`src/rtl/sdr_burst_data_path_if.sv`:
```
// sdr_burst_data_path_if
// Bundles the signals between the SDRAM data path, the APB slave and the
// DQ pad wrapper.
//   APB write side : wvalid, wdata, wbe (write FIFO push), wready
//   APB read side  : rvalid, rdata (read FIFO head), rready (pop)
//   DQ pad side    : dq_out, dq_oe, dqm (driven), dq_in (sampled)
// The "slave" modport is the data path's view; "master" is the view of
// everything around it (APB slave plus pad wrapper).
interface sdr_burst_data_path_if #(
  parameter int DW = 16
);
  localparam int BW = DW / 8;

  logic          wvalid;
  logic [DW-1:0] wdata;
  logic [BW-1:0] wbe;
  logic          wready;

  logic          rvalid;
  logic [DW-1:0] rdata;
  logic          rready;

  logic [DW-1:0] dq_out;
  logic          dq_oe;
  logic [DW-1:0] dq_in;
  logic [BW-1:0] dqm;

  modport slave (
    input  wvalid, wdata, wbe, rready, dq_in,
    output wready, rvalid, rdata, dq_out, dq_oe, dqm
  );

  modport master (
    output wvalid, wdata, wbe, rready, dq_in,
    input  wready, rvalid, rdata, dq_out, dq_oe, dqm
  );
endinterface

```
`src/rtl/sdr_burst_data_path.sv`:
```
// sdr_burst_data_path
// SDRAM data path with burst support. APB write words are buffered in a
// write FIFO and streamed onto DQ as a BL-beat burst after wr_start (WRITEA);
// BL beats are captured from DQ into a read FIFO CL cycles after rd_start
// (READA).
// Ports:
//   pclk, preset        clock, asynchronous active-high reset
//   wr_start, rd_start  1-cycle start pulses from the command FSM
//   wr_burst_ok         idle and at least BL words buffered for writing
//   rd_burst_ok         idle and at least BL free words in the read FIFO
//   busy                a burst (or its read latency) is in progress
//   cmd_err             sticky: a start pulse was ignored
//   bus                 APB FIFO handshakes and DQ pad signals (slave view)
// Build option: SDR_DQM_MASK_EN -- when defined the write FIFO carries the
// byte enables and drives dqm = ~wbe for each written beat; otherwise wbe is
// ignored and dqm is held at 0.
//
// state  | meaning
// IDLE   | waiting for a start pulse
// WBURST | driving write beats from the write FIFO onto DQ
// RLAT   | waiting out the CAS latency before the first read beat
// RBURST | sampling read beats from DQ into the read FIFO
module sdr_burst_data_path #(
  parameter int DW     = 16,
  parameter int BL     = 4,
  parameter int CL     = 2,
  parameter int WDEPTH = 8,
  parameter int RDEPTH = 8
) (
  input  logic pclk,
  input  logic preset,
  input  logic wr_start,
  input  logic rd_start,
  output logic wr_burst_ok,
  output logic rd_burst_ok,
  output logic busy,
  output logic cmd_err,
  sdr_burst_data_path_if.slave bus
);
  localparam int BW       = DW / 8;
  localparam int WAW      = (WDEPTH > 1) ? $clog2(WDEPTH) : 1;
  localparam int RAW      = (RDEPTH > 1) ? $clog2(RDEPTH) : 1;
  localparam int WCW      = WAW + 1;
  localparam int RCW      = RAW + 1;
  localparam int BCW      = (BL > 1) ? $clog2(BL) : 1;
  // RLAT is held for CL-1 cycles; only meaningful when CL > 1
  localparam int LAT_LAST = (CL > 1) ? CL - 2 : 0;
`ifdef SDR_DQM_MASK_EN
  localparam int WW = DW + BW;
`else
  localparam int WW = DW;
`endif

  typedef enum logic [1:0] {IDLE, WBURST, RLAT, RBURST} state_t;

  state_t         state, state_nxt;
  logic [BCW-1:0] beat_cnt, beat_nxt;
  logic [1:0]     lat_cnt, lat_nxt;
  logic           dq_oe_q, oe_nxt;
  logic [DW-1:0]  dq_out_q;
  logic           cmd_err_q, err_set;
  logic           wpop_req, rpush_req;

  // ---------------- write FIFO ----------------
  logic [WW-1:0]  wmem [WDEPTH];
  logic [WAW-1:0] wwp, wrp;
  logic [WCW-1:0] wcnt;
  logic [WW-1:0]  wword, whead;
  logic           wfull, wempty, wpush, wpop;

`ifdef SDR_DQM_MASK_EN
  assign wword = {bus.wbe, bus.wdata};
`else
  logic unused_wbe;
  assign unused_wbe = ^bus.wbe;
  assign wword      = bus.wdata;
`endif

  assign wfull  = (wcnt == WCW'(WDEPTH));
  assign wempty = (wcnt == '0);
  // wready is "not full", so a push into a full FIFO is never accepted,
  // even if a burst pops on the same edge
  assign wpush  = bus.wvalid && !wfull;
  assign wpop   = wpop_req && !wempty;
  assign whead  = wmem[wrp];

  always_ff @(posedge pclk) begin
    if (wpush) wmem[wwp] <= wword;
  end

  always_ff @(posedge pclk or posedge preset) begin
    if (preset) begin
      wwp  <= '0;
      wrp  <= '0;
      wcnt <= '0;
    end else begin
      if (wpush) wwp <= (wwp == WAW'(WDEPTH - 1)) ? '0 : wwp + 1'b1;
      if (wpop)  wrp <= (wrp == WAW'(WDEPTH - 1)) ? '0 : wrp + 1'b1;
      case ({wpush, wpop})
        2'b10:   wcnt <= wcnt + 1'b1;
        2'b01:   wcnt <= wcnt - 1'b1;
        default: ;
      endcase
    end
  end

  // ---------------- read FIFO ----------------
  logic [DW-1:0]  rmem [RDEPTH];
  logic [RAW-1:0] rwp, rrp;
  logic [RCW-1:0] rcnt;
  logic           rfull, rempty, rpush, rpop;

  assign rfull  = (rcnt == RCW'(RDEPTH));
  assign rempty = (rcnt == '0);
  assign rpush  = rpush_req && !rfull;
  assign rpop   = bus.rready && !rempty;

  always_ff @(posedge pclk) begin
    if (rpush) rmem[rwp] <= bus.dq_in;
  end

  always_ff @(posedge pclk or posedge preset) begin
    if (preset) begin
      rwp  <= '0;
      rrp  <= '0;
      rcnt <= '0;
    end else begin
      if (rpush) rwp <= (rwp == RAW'(RDEPTH - 1)) ? '0 : rwp + 1'b1;
      if (rpop)  rrp <= (rrp == RAW'(RDEPTH - 1)) ? '0 : rrp + 1'b1;
      case ({rpush, rpop})
        2'b10:   rcnt <= rcnt + 1'b1;
        2'b01:   rcnt <= rcnt - 1'b1;
        default: ;
      endcase
    end
  end

  // ---------------- status ----------------
  assign wr_burst_ok = (state == IDLE) && (wcnt >= WCW'(BL));
  assign rd_burst_ok = (state == IDLE) && (rcnt <= RCW'(RDEPTH - BL));
  assign busy        = (state != IDLE);
  assign cmd_err     = cmd_err_q;

  assign bus.wready = !wfull;
  assign bus.rvalid = !rempty;
  assign bus.rdata  = rmem[rrp];
  assign bus.dq_oe  = dq_oe_q;
  assign bus.dq_out = dq_out_q;

  // ---------------- burst FSM ----------------
  always_comb begin
    state_nxt = state;
    beat_nxt  = beat_cnt;
    lat_nxt   = lat_cnt;
    oe_nxt    = dq_oe_q;
    wpop_req  = 1'b0;
    rpush_req = 1'b0;
    err_set   = 1'b0;
    case (state)
      IDLE: begin
        if (wr_start) begin
          // write has priority; a simultaneous read is dropped and flagged
          if (rd_start || !wr_burst_ok) err_set = 1'b1;
          if (wr_burst_ok) begin
            state_nxt = WBURST;
            beat_nxt  = '0;
            wpop_req  = 1'b1;
            oe_nxt    = 1'b1;
          end
        end else if (rd_start) begin
          if (rd_burst_ok) begin
            beat_nxt  = '0;
            lat_nxt   = '0;
            state_nxt = (CL == 1) ? RBURST : RLAT;
          end else begin
            err_set = 1'b1;
          end
        end
      end
      WBURST: begin
        err_set = wr_start || rd_start;
        if (beat_cnt == BCW'(BL - 1)) begin
          state_nxt = IDLE;
          oe_nxt    = 1'b0;
        end else begin
          beat_nxt = beat_cnt + 1'b1;
          wpop_req = 1'b1;
        end
      end
      RLAT: begin
        err_set = wr_start || rd_start;
        if (lat_cnt == 2'(LAT_LAST)) state_nxt = RBURST;
        else                         lat_nxt   = lat_cnt + 1'b1;
      end
      RBURST: begin
        err_set   = wr_start || rd_start;
        rpush_req = 1'b1;
        if (beat_cnt == BCW'(BL - 1)) state_nxt = IDLE;
        else                          beat_nxt  = beat_cnt + 1'b1;
      end
      default: state_nxt = IDLE;
    endcase
  end

  always_ff @(posedge pclk or posedge preset) begin
    if (preset) begin
      state     <= IDLE;
      beat_cnt  <= '0;
      lat_cnt   <= '0;
      dq_oe_q   <= 1'b0;
      dq_out_q  <= '0;
      cmd_err_q <= 1'b0;
    end else begin
      state    <= state_nxt;
      beat_cnt <= beat_nxt;
      lat_cnt  <= lat_nxt;
      dq_oe_q  <= oe_nxt;
      if (wpop)    dq_out_q  <= whead[DW-1:0];
      if (err_set) cmd_err_q <= 1'b1;
    end
  end

`ifdef SDR_DQM_MASK_EN
  logic [BW-1:0] dqm_q;

  always_ff @(posedge pclk or posedge preset) begin
    if (preset)       dqm_q <= '0;
    else if (wpop)    dqm_q <= ~whead[WW-1:DW];
    else if (!oe_nxt) dqm_q <= '0;
  end

  assign bus.dqm = dqm_q;
`else
  assign bus.dqm = '0;
`endif
endmodule

```
`src/flat_wrapper.sv`:
```
// flat-port wrapper written by rule: the top's interface ports become plain ports
module sdr_burst_data_path_flat 
#(
  parameter int DW     = 16,
  parameter int BL     = 4,
  parameter int CL     = 2,
  parameter int WDEPTH = 8,
  parameter int RDEPTH = 8
)
  (pclk, preset, wr_start, rd_start, wr_burst_ok, rd_burst_ok, busy, cmd_err, bus_wvalid, bus_wdata, bus_wbe, bus_rready, bus_dq_in, bus_wready, bus_rvalid, bus_rdata, bus_dq_out, bus_dq_oe, bus_dqm);
  sdr_burst_data_path_if #(.DW(DW)) bus_i ();
  input  logic pclk;
  input  logic preset;
  input  logic wr_start;
  input  logic rd_start;
  output logic wr_burst_ok;
  output logic rd_burst_ok;
  output logic busy;
  output logic cmd_err;
  input wire logic [$bits(bus_i.wvalid)-1:0] bus_wvalid;
  input wire logic [$bits(bus_i.wdata)-1:0] bus_wdata;
  input wire logic [$bits(bus_i.wbe)-1:0] bus_wbe;
  input wire logic [$bits(bus_i.rready)-1:0] bus_rready;
  input wire logic [$bits(bus_i.dq_in)-1:0] bus_dq_in;
  output wire logic [$bits(bus_i.wready)-1:0] bus_wready;
  output wire logic [$bits(bus_i.rvalid)-1:0] bus_rvalid;
  output wire logic [$bits(bus_i.rdata)-1:0] bus_rdata;
  output wire logic [$bits(bus_i.dq_out)-1:0] bus_dq_out;
  output wire logic [$bits(bus_i.dq_oe)-1:0] bus_dq_oe;
  output wire logic [$bits(bus_i.dqm)-1:0] bus_dqm;
  assign bus_i.wvalid = bus_wvalid;
  assign bus_i.wdata = bus_wdata;
  assign bus_i.wbe = bus_wbe;
  assign bus_i.rready = bus_rready;
  assign bus_i.dq_in = bus_dq_in;
  assign bus_wready = bus_i.wready;
  assign bus_rvalid = bus_i.rvalid;
  assign bus_rdata = bus_i.rdata;
  assign bus_dq_out = bus_i.dq_out;
  assign bus_dq_oe = bus_i.dq_oe;
  assign bus_dqm = bus_i.dqm;
  sdr_burst_data_path #(.DW(DW), .BL(BL), .CL(CL), .WDEPTH(WDEPTH), .RDEPTH(RDEPTH)) u_core (.pclk(pclk), .preset(preset), .wr_start(wr_start), .rd_start(rd_start), .wr_burst_ok(wr_burst_ok), .rd_burst_ok(rd_burst_ok), .busy(busy), .cmd_err(cmd_err), .bus(bus_i));
endmodule
```
`config.mk`:
```
export PLATFORM = sky130hd
export DESIGN_NAME = sdr_burst_data_path_flat
export DESIGN_NICKNAME = d
export VERILOG_FILES = /design/src/rtl/sdr_burst_data_path_if.sv /design/src/rtl/sdr_burst_data_path.sv /design/src/flat_wrapper.sv
export SDC_FILE = /design/constraint.sdc
export NUM_CORES = 1
export LEC_CHECK = 0
export CAP_MARGIN = 0
export CORE_MARGIN = 2
export CORE_UTILIZATION = 59
export DETAILED_ROUTE_END_ITERATION = 7
export PLACE_DENSITY_LB_ADDON = 0.1
export SETUP_SLACK_MARGIN = 0.2
export SLEW_MARGIN = 15
export SYNTH_ARGS = -nofsm -noshare
export SYNTH_HDL_FRONTEND = slang
export SYNTH_SLANG_ARGS = --single-unit
export TNS_END_PERCENT = 1
```
`constraint.sdc`:
```
create_clock -name pclk -period 3.1 [get_ports pclk]
set_input_delay 0.62 -clock pclk [delete_from_list [all_inputs] [get_ports pclk]]
set_output_delay 0.62 -clock pclk [all_outputs]
set_load 0.02 [all_outputs]
```
* Yosys cells after proc, flatten, opt, wreduce, memory -nomap -nowiden
Memory sizes are Yosys's and may differ from the RTL's. A register that Yosys moved wholly into a read port is not among the register bits.
Index checks and enable logic that the tools add are counted.
** Word-level totals
- Output and inout bits :: 41
- Bits in registers :: 28
- Memories :: 2
- RAM bits :: 256
** Memory list
- u_core.rmem :: words 8, bits a word 16, rd ports 1, clocked after Yosys merged registers in 0, wr ports 1, line sdr_burst_data_path.sv:108 : logic [DW-1:0] rmem [RDEPTH];
- u_core.wmem :: words 8, bits a word 16, rd ports 1, clocked after Yosys merged registers in 1, wr ports 1, line sdr_burst_data_path.sv:65 : logic [WW-1:0] wmem [WDEPTH];
** Cells by class
- Reductions and logical operators :: 29
- Equality and inequality tests :: 27
- Magnitude comparators :: 2
- Mux-type cells :: 40
- Add/subtract/negate cells :: 10
** Operators with widths (number)
- 2-to-1 mux 2 bit :: 13
- one-hot mux 4 bit (2 select lines) :: 2
- 2-to-1 mux 1 bit :: 15
- AND reduction 5 bit :: 3
- adder 3 x 1 -> 3 bit, second input constant :: 4
- equality test 3 bit, second input constant :: 4
- 2-to-1 mux 3 bit :: 4
- != test 2 bit, second input constant :: 6
- nonzero test 2 bit :: 6
- equality test 2 bit, second input constant :: 5
- adder 4 x 1 -> 4 bit, second input constant :: 2
- equality test 4 bit, second input constant :: 2
- logical NOT 4 bit :: 2
- != test 2 x 1 -> 1 bit, second input constant :: 4
- one-hot mux 2 bit (2 select lines) :: 2
- subtractor 4 x 1 -> 4 bit, second input constant :: 2
- equality test 2 x 1 -> 1 bit, second input constant :: 3
- logical AND 1 bit :: 6
- != test 3 bit, second input constant :: 2
- one-hot mux 1 bit (2 select lines) :: 3
- one-hot mux 2 bit (3 select lines) :: 1
- logical NOT 1 bit :: 5
- adder 2 x 1 -> 2 bit, second input constant :: 2
- >= comparator 4 x 3 -> 1 bit, second input constant :: 1
- other kinds (7) :: 9

* Depth between registers and ports, before layout
Gate-level depths: netlist of run 1.
- Depth after elaboration :: 8
- Mapped depth :: 12
- Depth with buffers taken out :: 12

* Worst setup path after synthesis of run 1
Ideal clock, no wire load.
- Kind :: register -> register
- Start :: register u_core.wcnt[3]
- End :: memory u_core.wmem[0][0] (netlist name) (enable)
- Path buffers :: 0
- Data required time :: 2.670 ns
- Stages on the path, launching flop included :: 4
- Clock period less this slack :: 2.769 ns
- Library setup time :: 0.430 ns
- Slack :: 0.331 ns
- Data arrival time :: 2.339 ns
- Cells stage by stage :: dfrtp_1 > or4b_4 > nand2_4 > nor4_1
** Between the ends
- Cells in the longest elaborated chain, start to end :: 5
** Ends and longest elaborated chain
- start: declaration :: line sdr_burst_data_path.sv:67 : logic [WCW-1:0] wcnt;
- start signal: assignment :: line sdr_burst_data_path.sv:100 : 2'b10: wcnt <= wcnt + 1'b1;
- start signal: assignment :: line sdr_burst_data_path.sv:101 : 2'b01: wcnt <= wcnt - 1'b1;
- equality test 4 bit :: line sdr_burst_data_path.sv:79 : assign wfull = (wcnt == WCW'(WDEPTH));
- logical NOT 1 bit
- via bus_wready :: line flat_wrapper.sv:25 : output wire logic [$bits(bus_i.wready)-1:0] bus_wready;
- logical AND 1 bit :: line sdr_burst_data_path.sv:83 : assign wpush = bus.wvalid && !wfull;
- 2-to-1 mux 1 bit :: line sdr_burst_data_path.sv:88 : if (wpush) wmem[wwp] <= wword;
- 2-to-1 mux 1 bit (implied by the code) :: line sdr_burst_data_path.sv:88
- end: declaration :: line sdr_burst_data_path.sv:65
The timed path passes the listed nets, and every way through them passes these cells.

* Worst setup path in the final report of run 1
- Start :: register u_core.rrp[0]
- End :: output bus_rdata[3]
** Between the ends
- Cells in the longest elaborated chain, start to end :: 1
** Ends and longest elaborated chain
- start: declaration :: line sdr_burst_data_path.sv:109 : logic [RAW-1:0] rwp, rrp;
- start signal: assignment :: line sdr_burst_data_path.sv:129 : if (rpop) rrp <= (rrp == RAW'(RDEPTH - 1)) ? '0 : rrp + 1'b1;
- memory read (8 x 16 bit)
- end: declaration :: line flat_wrapper.sv:27 : output wire logic [$bits(bus_i.rdata)-1:0] bus_rdata;
Every way passes these cells.

==> results of run 1 <==
[logic make-up after synthesis]
family | after synthesis | share of synthesized area
buffers and inverters | 45 | 0.0219
muxes | 109 | 0.167
and+or+nand+nor | 69 | 0.0295
xor gates and xnor gates | 7 | 0.00507
AOI/OAI and AO/OA | 59 | 0.0304
DFF | 300 | 0.727
other | 1 | 0.000310
adders and majority gates | 17 | 0.0182
[cells in the mapped netlist (2+ instances only)]
cell,instances,area (µm²)
sky130_fd_sc_hd__inv_1,11,41.3
sky130_fd_sc_hd__nand2b_1,7,43.8
sky130_fd_sc_hd__xor2_1,4,35.0
sky130_fd_sc_hd__ha_1,16,200
sky130_fd_sc_hd__buf_6,4,45.0
sky130_fd_sc_hd__nor3b_1,5,37.5
sky130_fd_sc_hd__nand3_1,3,15.0
sky130_fd_sc_hd__edfxtp_1,256,7690
sky130_fd_sc_hd__nor4_1,2,12.5
sky130_fd_sc_hd__nand2_1,12,45.0
sky130_fd_sc_hd__mux4_1,26,683
sky130_fd_sc_hd__nor2_1,21,78.8
sky130_fd_sc_hd__buf_4,3,22.5
sky130_fd_sc_hd__buf_8,2,30.0
sky130_fd_sc_hd__o2bb2ai_1,2,17.5
sky130_fd_sc_hd__mux2_2,25,282
sky130_fd_sc_hd__mux2_1,2,22.5
sky130_fd_sc_hd__a21o_1,3,22.5
sky130_fd_sc_hd__clkbuf_1,9,33.8
sky130_fd_sc_hd__buf_2,13,65.1
sky130_fd_sc_hd__mux4_2,38,856
sky130_fd_sc_hd__mux2i_1,18,180
sky130_fd_sc_hd__a21oi_1,20,100
sky130_fd_sc_hd__a31oi_1,16,100
sky130_fd_sc_hd__xnor2_1,3,26.3
sky130_fd_sc_hd__nor3_1,13,65.1
sky130_fd_sc_hd__a22oi_1,2,15.0
sky130_fd_sc_hd__o21ai_0,6,30.0
sky130_fd_sc_hd__dfrtp_1,44,1100
[through the flow]
stage	worst slack [ns]	cells	power [mW]	area, µm²
5_1_grt	0.101	1007	15.0	14400
6_report	0.179	1007	14.3	14400
3_5_place_dp	0.0962	946	10.6	13300
3_3_place_gp	0.180	946	10.4	13300
4_1_cts	0.140	1006	14.5	14400
2_1_floorplan	0.331	608	9.02	12100
[registers in the layout (all words and copies together), names as in the netlist]
register           count
u_core.rwp             3
u_core.state           2
u_core.cmd_err         1
u_core.wrp             3
u_core.wcnt            4
u_core.rmem          128
u_core.bus.dq_out     16
u_core.lat_cnt         2
u_core.rcnt            4
u_core.rrp             3
u_core.bus.dq_oe       1
u_core.beat_cnt        2
u_core.wmem          128
u_core.wwp             3
[final timing paths]
check,end,cells past startpoint
hold reg to reg,u_core.beat_cnt[0],1
hold / removal,u_core.beat_cnt[0],1
setup reg to reg,u_core.rcnt[3],9
setup / recovery,bus_rdata[3],5
max in group asynchronous,u_core.wrp[0],2
min in group asynchronous,u_core.cmd_err,2
[layer usage]
metal / routed length [µm] / up-vias
li1: - / 2697
met2: 12200 / 146
met4: 484 / 0
met1: 9300 / 3141
met3: 1030 / 33
met5: 0 / -
[power by group through the flow]
stage	clock network, mW	logic (mW)	registers, mW
floorplan	0	3.32	5.70
global placement	0	4.63	5.80
detailed placement	0	4.79	5.85
CTS	3.77	4.92	5.79
global route	3.92	5.23	5.88
finish	3.71	4.81	5.78
[area by class of cell]
cell class	instances	share of cell area
Clock inverter	15	0.0160
Antenna cell	1	0.000174
Sequential cell	300	0.613
Inverter	12	0.00314
Timing Repair Buffer	108	0.0739
Tap cell	270	0.0235
Multi-Input combinational cell	263	0.216
Clock buffer	38	0.0550
[timing repair]
item,CTS,global route
setup endpoints to repair,16,17
gates resized for setup,58,3
cloned,3,0
pin swaps,0,0
buffers inserted,4,0
==> Flow_metrics.wiki, run 1 <==
{| class="wikitable"
! Metric !! Value
|-
| Status || finished clean
|-
| I/O pin cnt || 81
|-
| Total area of multi-input combinational cells || 3090 µm²
|-
| Clock share of power || 0.259
|-
| Total routing resource utilization after global routing || 0.222
|-
| Sequential group share of total power || 0.404
|-
| Crit-path max FO || 9
|-
| Worst IR drop on VDD || 0.702 mV
|-
| Critical R2R Launch || u_core.rcnt[0]
|-
| Remaining design rule violation count || 0
|-
| Standby leakage power || 5.00 nW
|-
| Timing-limited maximum frequency || 342 MHz
|-
| Standard cell core area || 20,200 µm²
|-
| Fraction of layout instances using a drive strength above 1 || 0.238
|-
| Worst slew margin relative to its limit || 0.329
|-
| Arr. time, crit path || 2.30 ns
|-
| Most frequent cells in the layout || sky130_fd_sc_hd__edfxtp_1 (256), sky130_fd_sc_hd__clkdlybuf4s50_1 (60), sky130_fd_sc_hd__dfrtp_1 (42), sky130_fd_sc_hd__mux4_2 (38), sky130_fd_sc_hd__clkbuf_16 (29)
|-
| Launch point of the worst path || u_core.rrp[0]
|-
| Delay of the slowest cell on the worst path || 0.56 ns
|-
| Number of max-slew violations in the final report || 0
|-
| Flip-flop and latch area || 8790 µm²
|-
| WS Path Type || reg2out
|-
| Unrepaired setup endpoints after global routing || true
|-
| Startpoint kind of the worst setup timing path || flop
|-
| Pwr dens || 996 nW/µm²
|-
| Post-Syn Area || 12,100 µm²
|-
| TritonCTS Sinks || 300
|-
| Synth-to-Final Area Change || 18.7%
|-
| H-tree Lvls || 1
|-
| Filler Cells Inserted || 1,270
|-
| Initial antenna violation count || 1
|-
| Clock Pin Slew Worst Setup and Hold Paths || 0.06 ns
|-
| Max-capacitance violation count || 0
|-
| Flip-flop and latch count after synthesis || 300
|-
| Total number of vias || 6,017
|-
| Data required time at the worst endpoint || 2.48 ns
|-
| Endpoints failing setup || 0
|-
| Critical path buffer and inverter count || 3
|-
| Met2 GRT Util || 0.396
|-
| Max stage delay cell, worst path || sky130_fd_sc_hd__mux4_1
|-
| Die ar. || 21,600 µm²
|-
| Number of synthesized flops with an enable pin || 256
|-
| Floorplan row count || 52
|-
| Worst hold start || u_core.beat_cnt[0]
|-
| Global-route wire length before repair || 36,300 µm
|-
| Kind of cell with the highest combined delay on the critical path || multiplexers
|-
| Max Clock Skew || 0.0108 ns
|-
| Util after Layout || 0.711
|-
| Slew @ Worst Pin || 1.01 ns
|-
| Synth Flop Type || sky130_fd_sc_hd__edfxtp_1
|-
| Detailed Place HPWL || 13,300 µm
|-
| Number of hold buffers added after CTS || 0
|-
| Clock latency at the later pin of the worst-skew pair || 0.53 ns
|-
| Internal Dissipation || 9.87 mW
|-
| Combinational fraction of design power || 0.336
|-
| Gr ovfl total || 0
|-
| Synthesized netlist cell count || 607
|-
| Post-Route Hold Slack || 0.486 ns
|-
| Switching power total || 4.43 mW
|-
| Leading cell type in the layout, fill and taps excluded || sky130_fd_sc_hd__edfxtp_1
|-
| Aggregate negative setup slack || 0 ns
|-
| Share of synthesized area occupied by flip-flops and latches || 0.727
|-
| Switching part of the total || 0.310
|-
| Met3 capacity usage during global routing || 0.0326
|-
| Die span in y || 147 µm
|-
| Number of endpoints with negative hold slack in the final report || 0
|-
| Ratio of final minimum period to clock period || 0.942
|-
| # port buffers || 76
|-
| Min Clock Period, post-route || 2.92 ns
|-
| Drt initial violations || 365
|-
| Worst hold path class || reg2reg
|-
| Asr flop ratio synth || 0.147
|-
| Count of antenna-violating nets left after detailed routing || 0
|-
| Average cell area after synthesis || 19.9 µm²
|-
| Routing usage on met1 || 0.292
|-
| Number of different library cells in the post-synthesis netlist || 50
|-
| Slack of the worst reg-to-reg path || 0.35 ns
|-
| DR vias/cell || 5.98
|-
| Clock tree from TritonCTS || built
|-
| Clock buffers created by TritonCTS || 29
|-
| DRT Pass-1 Iters || 5
|-
| Total number of nets in the final design || 771
|-
| Endpoint type of the worst setup path || output port
|-
| Final weighted congestion in routability-driven placement || 0.734
|-
| Cell Chain, Critical Path || buf_4 > buf_12 > mux4_1 > mux2_2 > clkdlybuf4s15_2
|-
| Yosys warning count || 0
|-
| Clock Path Buffers || 3
|-
| Total detailed-routing wirelength || 23,000 µm
|-
| Largest net degree at the start of global routing || 45
|-
| Overall die width || 147 µm
|-
| Via count of the first global-routing pass || 6,462
|-
| GRT Max-Usage Layer || met2
|-
| Initial Utilization || 0.599
|-
| Routed wire length per instance || 22.8 µm
|-
| Buffer type at the clock tree root || sky130_fd_sc_hd__clkbuf_16
|}
(Power assumes the default switching activity.)
==> run 2, diff against run 1 <==
- MAX_ROUTING_LAYER: default -> met4
- TNS_END_PERCENT: 1 -> 100
==> run 2 against run 1 <==
  * Combinational power is essentially flat
  * Cell count is the same
  * Sequential cell count is the same
  * Worst hold slack is essentially flat
  * Non-clock buffer count is the same
  * Largest power group unchanged
  * Via count grew 0.25%
  * Largest cell class unchanged
  * Maximum frequency grew 2.4%
  * Die area is the same
  * Final area shrank 0.38%
  * Utilization shrank 0.27 points
==> Flow_metrics.wiki, run 2 (synthesis results as in run 1) <==
{| class="wikitable"
! Metric !! Value
|-
| Clock latency at the later pin of the worst-skew pair || 0.53 ns (about the same)
|-
| Critical R2R Launch || u_core.rcnt[0] (unchanged)
|-
| Depth of the most critical reg-to-reg path || 9 (unchanged)
|-
| Endpoints failing setup || 0 (unchanged)
|-
| Worst setup path endpoint || bus_rdata[4] (was bus_rdata[3])
|-
| R2r endpoint || u_core.rcnt[3] (unchanged)
|-
| Ratio of final minimum period to clock period || 0.920 (was 0.942)
|-
| Total detailed-routing wirelength || 23,000 µm (about the same)
|-
| WS Path Type || reg2out (unchanged)
|-
| Standby leakage power || 4.99 nW (was 5.00 nW)
|-
| Number of max-slew violations in the final report || 0 (unchanged)
|-
| Crit-path max FO || 9 (unchanged)
|-
| Clock buffers created by TritonCTS || 29 (unchanged)
|-
| Largest net degree at the start of global routing || 45 (unchanged)
|-
| Worst slew margin relative to its limit || 0.329 (about the same)
|-
| Die ar. || 21,600 µm² (unchanged)
|-
| H-tree Lvls || 1 (unchanged)
|-
| Slew @ Worst Pin || 1.00 ns (was 1.01 ns)
|-
| Switching part of the total || 0.312 (was 0.310)
|-
| Clock tree from TritonCTS || built (unchanged)
|-
| Internal Dissipation || 9.82 mW (was 9.87 mW)
|-
| Post-Route Hold Slack || 0.486 ns (about the same)
|-
| Routed wire length per instance || 22.9 µm (was 22.8 µm)
|-
| Clock share of power || 0.260 (was 0.259)
|-
| Overall die width || 147 µm (unchanged)
|-
| Max Clock Skew || 0.0122 ns (was 0.0108 ns)
|-
| Timing-limited maximum frequency || 351 MHz (was 342 MHz)
|-
| Worst hold path cell count || 1 (unchanged)
|-
| Synth-to-Final Area Change || 18.3% (was 18.7%)
|-
| Min Clock Period, post-route || 2.85 ns (was 2.92 ns)
|-
| Leading cell type in the layout, fill and taps excluded || sky130_fd_sc_hd__edfxtp_1 (unchanged)
|-
| Total number of nets in the final design || 771 (unchanged)
|-
| Number of endpoints with negative hold slack in the final report || 0 (unchanged)
|-
| Worst IR drop on VDD || 0.701 mV (was 0.702 mV)
|-
| DRT Pass-1 Iters || 5 (unchanged)
|-
| Fraction of layout instances using a drive strength above 1 || 0.245 (was 0.238)
|-
| Initial antenna violation count || 1 (unchanged)
|-
| Detailed Place HPWL || 13,300 µm (unchanged)
|-
| Aggregate negative setup slack || 0 ns (unchanged)
|-
| Global-route wire length before repair || 36,300 µm (about the same)
|-
| Number of non-filler instances in the completed layout || 1,007 (unchanged)
|-
| Count of antenna-violating nets left after detailed routing || 0 (unchanged)
|-
| Clock Path Buffers || 3 (unchanged)
|-
| Unrepaired setup endpoints after global routing || true (unchanged)
|-
| Startpoint kind of the worst setup timing path || flop (unchanged)
|-
| Max-capacitance violation count || 0 (unchanged)
|-
| Data required time at the worst endpoint || 2.48 ns (about the same)
|-
| TritonCTS Sinks || 300 (unchanged)
|-
| Sequential group share of total power || 0.405 (was 0.404)
|-
| Pwr dens || 998 nW/µm² (was 996 nW/µm²)
|-
| Total number of vias || 6,032 (was 6,017)
|-
| Floorplan row count || 52 (unchanged)
|-
| Layout Cell Area excl Fill || 14,300 µm² (was 14,400 µm²)
|-
| Arr. time, crit path || 2.23 ns (was 2.30 ns)
|-
| Initial Utilization || 0.599 (unchanged)
|-
| # port buffers || 76 (unchanged)
|-
| Slack of the worst reg-to-reg path || 0.35 ns (about the same)
|-
| Final worst setup slack || 0.249 ns (was 0.179 ns)
|-
| I/O pin cnt || 81 (unchanged)
|-
| Util after Layout || 0.709 (was 0.711)
|-
| Gr ovfl total || 0 (unchanged)
|-
| Post-route total power || 14.3 mW (about the same)
|-
| Worst hold path class || reg2reg (unchanged)
|-
| Final weighted congestion in routability-driven placement || 0.743 (was 0.734)
|-
| Launch point of the worst path || u_core.rrp[0] (unchanged)
|-
| Buffer type at the clock tree root || sky130_fd_sc_hd__clkbuf_16 (unchanged)
|-
| Combinational fraction of design power || 0.335 (was 0.336)
|-
| Clock Pin Slew Worst Setup and Hold Paths || 0.06 ns (about the same)
|-
| Standard cell core area || 20,200 µm² (unchanged)
|-
| Standard cell area after detailed placement || 13,300 µm² (unchanged)
|-
| Die span in y || 147 µm (unchanged)
|-
| Most frequent cells in the layout || sky130_fd_sc_hd__edfxtp_1 (256), sky130_fd_sc_hd__clkdlybuf4s50_1 (59), sky130_fd_sc_hd__mux4_2 (43), sky130_fd_sc_hd__dfrtp_1 (42), sky130_fd_sc_hd__clkbuf_16 (29) (was sky130_fd_sc_hd__edfxtp_1 (256), sky130_fd_sc_hd__clkdlybuf4s50_1 (60), sky130_fd_sc_hd__dfrtp_1 (42), sky130_fd_sc_hd__mux4_2 (38), sky130_fd_sc_hd__clkbuf_16 (29))
|-
| Post-placement cell count || 946 (unchanged)
|-
| Worst setup slack before clock tree synthesis || 0.0962 ns (unchanged)
|-
| Remaining design rule violation count || 0 (unchanged)
|-
| Total routing resource utilization after global routing || 0.229 (was 0.222)
|-
| Switching power total || 4.45 mW (was 4.43 mW)
|-
| Drt initial violations || 408 (was 365)
|-
| Status || finished clean (unchanged)
|-
| DR vias/cell || 5.99 (was 5.98)
|-
| Endpoint type of the worst setup path || output port (unchanged)
|-
| Via count of the first global-routing pass || 6,457 (was 6,462)
|}
-- run 2: cell count changes in the layout (fill, tap and decap cells not counted) --
cell / before / now
sky130_fd_sc_hd__buf_16: 2 / 3
sky130_fd_sc_hd__buf_2: 10 / 16
sky130_fd_sc_hd__buf_4: 26 / 25
sky130_fd_sc_hd__buf_6: 0 / 1
sky130_fd_sc_hd__bufbuf_16: 1 / 0
sky130_fd_sc_hd__clkdlybuf4s15_2: 6 / 0
sky130_fd_sc_hd__clkdlybuf4s50_1: 60 / 59
sky130_fd_sc_hd__dlymetal6s2s_1: 0 / 1
sky130_fd_sc_hd__mux4_1: 26 / 21
sky130_fd_sc_hd__mux4_2: 38 / 43
-- run 2: power groups by stage --
stage / Clock [mW] / Combinational, mW / Sequential [mW]
global route: 3.93 / 5.19 / 5.88
CTS: 3.77 / 4.85 / 5.79
floorplan: 0 / 3.32 / 5.70
detailed placement: 0 / 4.79 / 5.85
finish: 3.70 / 4.78 / 5.79
global placement: 0 / 4.63 / 5.80
-- run 2: area by class of cell --
cell class | count | area, µm²
fill | 1273 | 5870
inverter | 12 | 45.0
sequential | 300 | 8790
tap | 270 | 338
antenna | 1 | 2.50
clock buffer | 38 | 790
multi-input combinational | 263 | 3070
clock inverter | 15 | 230
timing repair buffer | 108 | 1020
-- run 2: metal layers --
metal  part of all wire  global-route usage  vias up
met3              0.041              0.0317       34
met1               0.41               0.295     3163
li1                   -                   -     2693
met2               0.53               0.396      142
met5                  0                   -        -
met4              0.021              0.0529        0
-- run 2: how the worst min path moves through the flow --
stage / start / to / slack, ns
after floorplan: u_core.beat_cnt[0] / u_core.beat_cnt[0] / 0.45
after global routing: u_core.beat_cnt[0] / u_core.beat_cnt[0] / 0.52
after global placement: u_core.beat_cnt[0] / u_core.beat_cnt[0] / 0.46
after detailed placement: u_core.beat_cnt[0] / u_core.beat_cnt[0] / 0.48
after CTS: u_core.beat_cnt[0] / u_core.beat_cnt[0] / 0.49
final: u_core.beat_cnt[0] / u_core.beat_cnt[0] / 0.49
-- run 2: what timing repair did --
item	4_1_cts	5_1_grt
gates cloned	3	0
setup endpoints to repair	16	8
setup buffers	4	0
endpoints found under the hold margin	0	0
hold buffers	0	0
gates resized for setup	70	5
-- run 2: worst max-delay path, stage by stage, from the launching register on --
cell and delay, ns:
sky130_fd_sc_hd__dfrtp_2 0.41, sky130_fd_sc_hd__buf_4 0.14, sky130_fd_sc_hd__buf_12 0.13, sky130_fd_sc_hd__mux4_1 0.56, sky130_fd_sc_hd__mux2_2 0.29, sky130_fd_sc_hd__buf_2 0.16
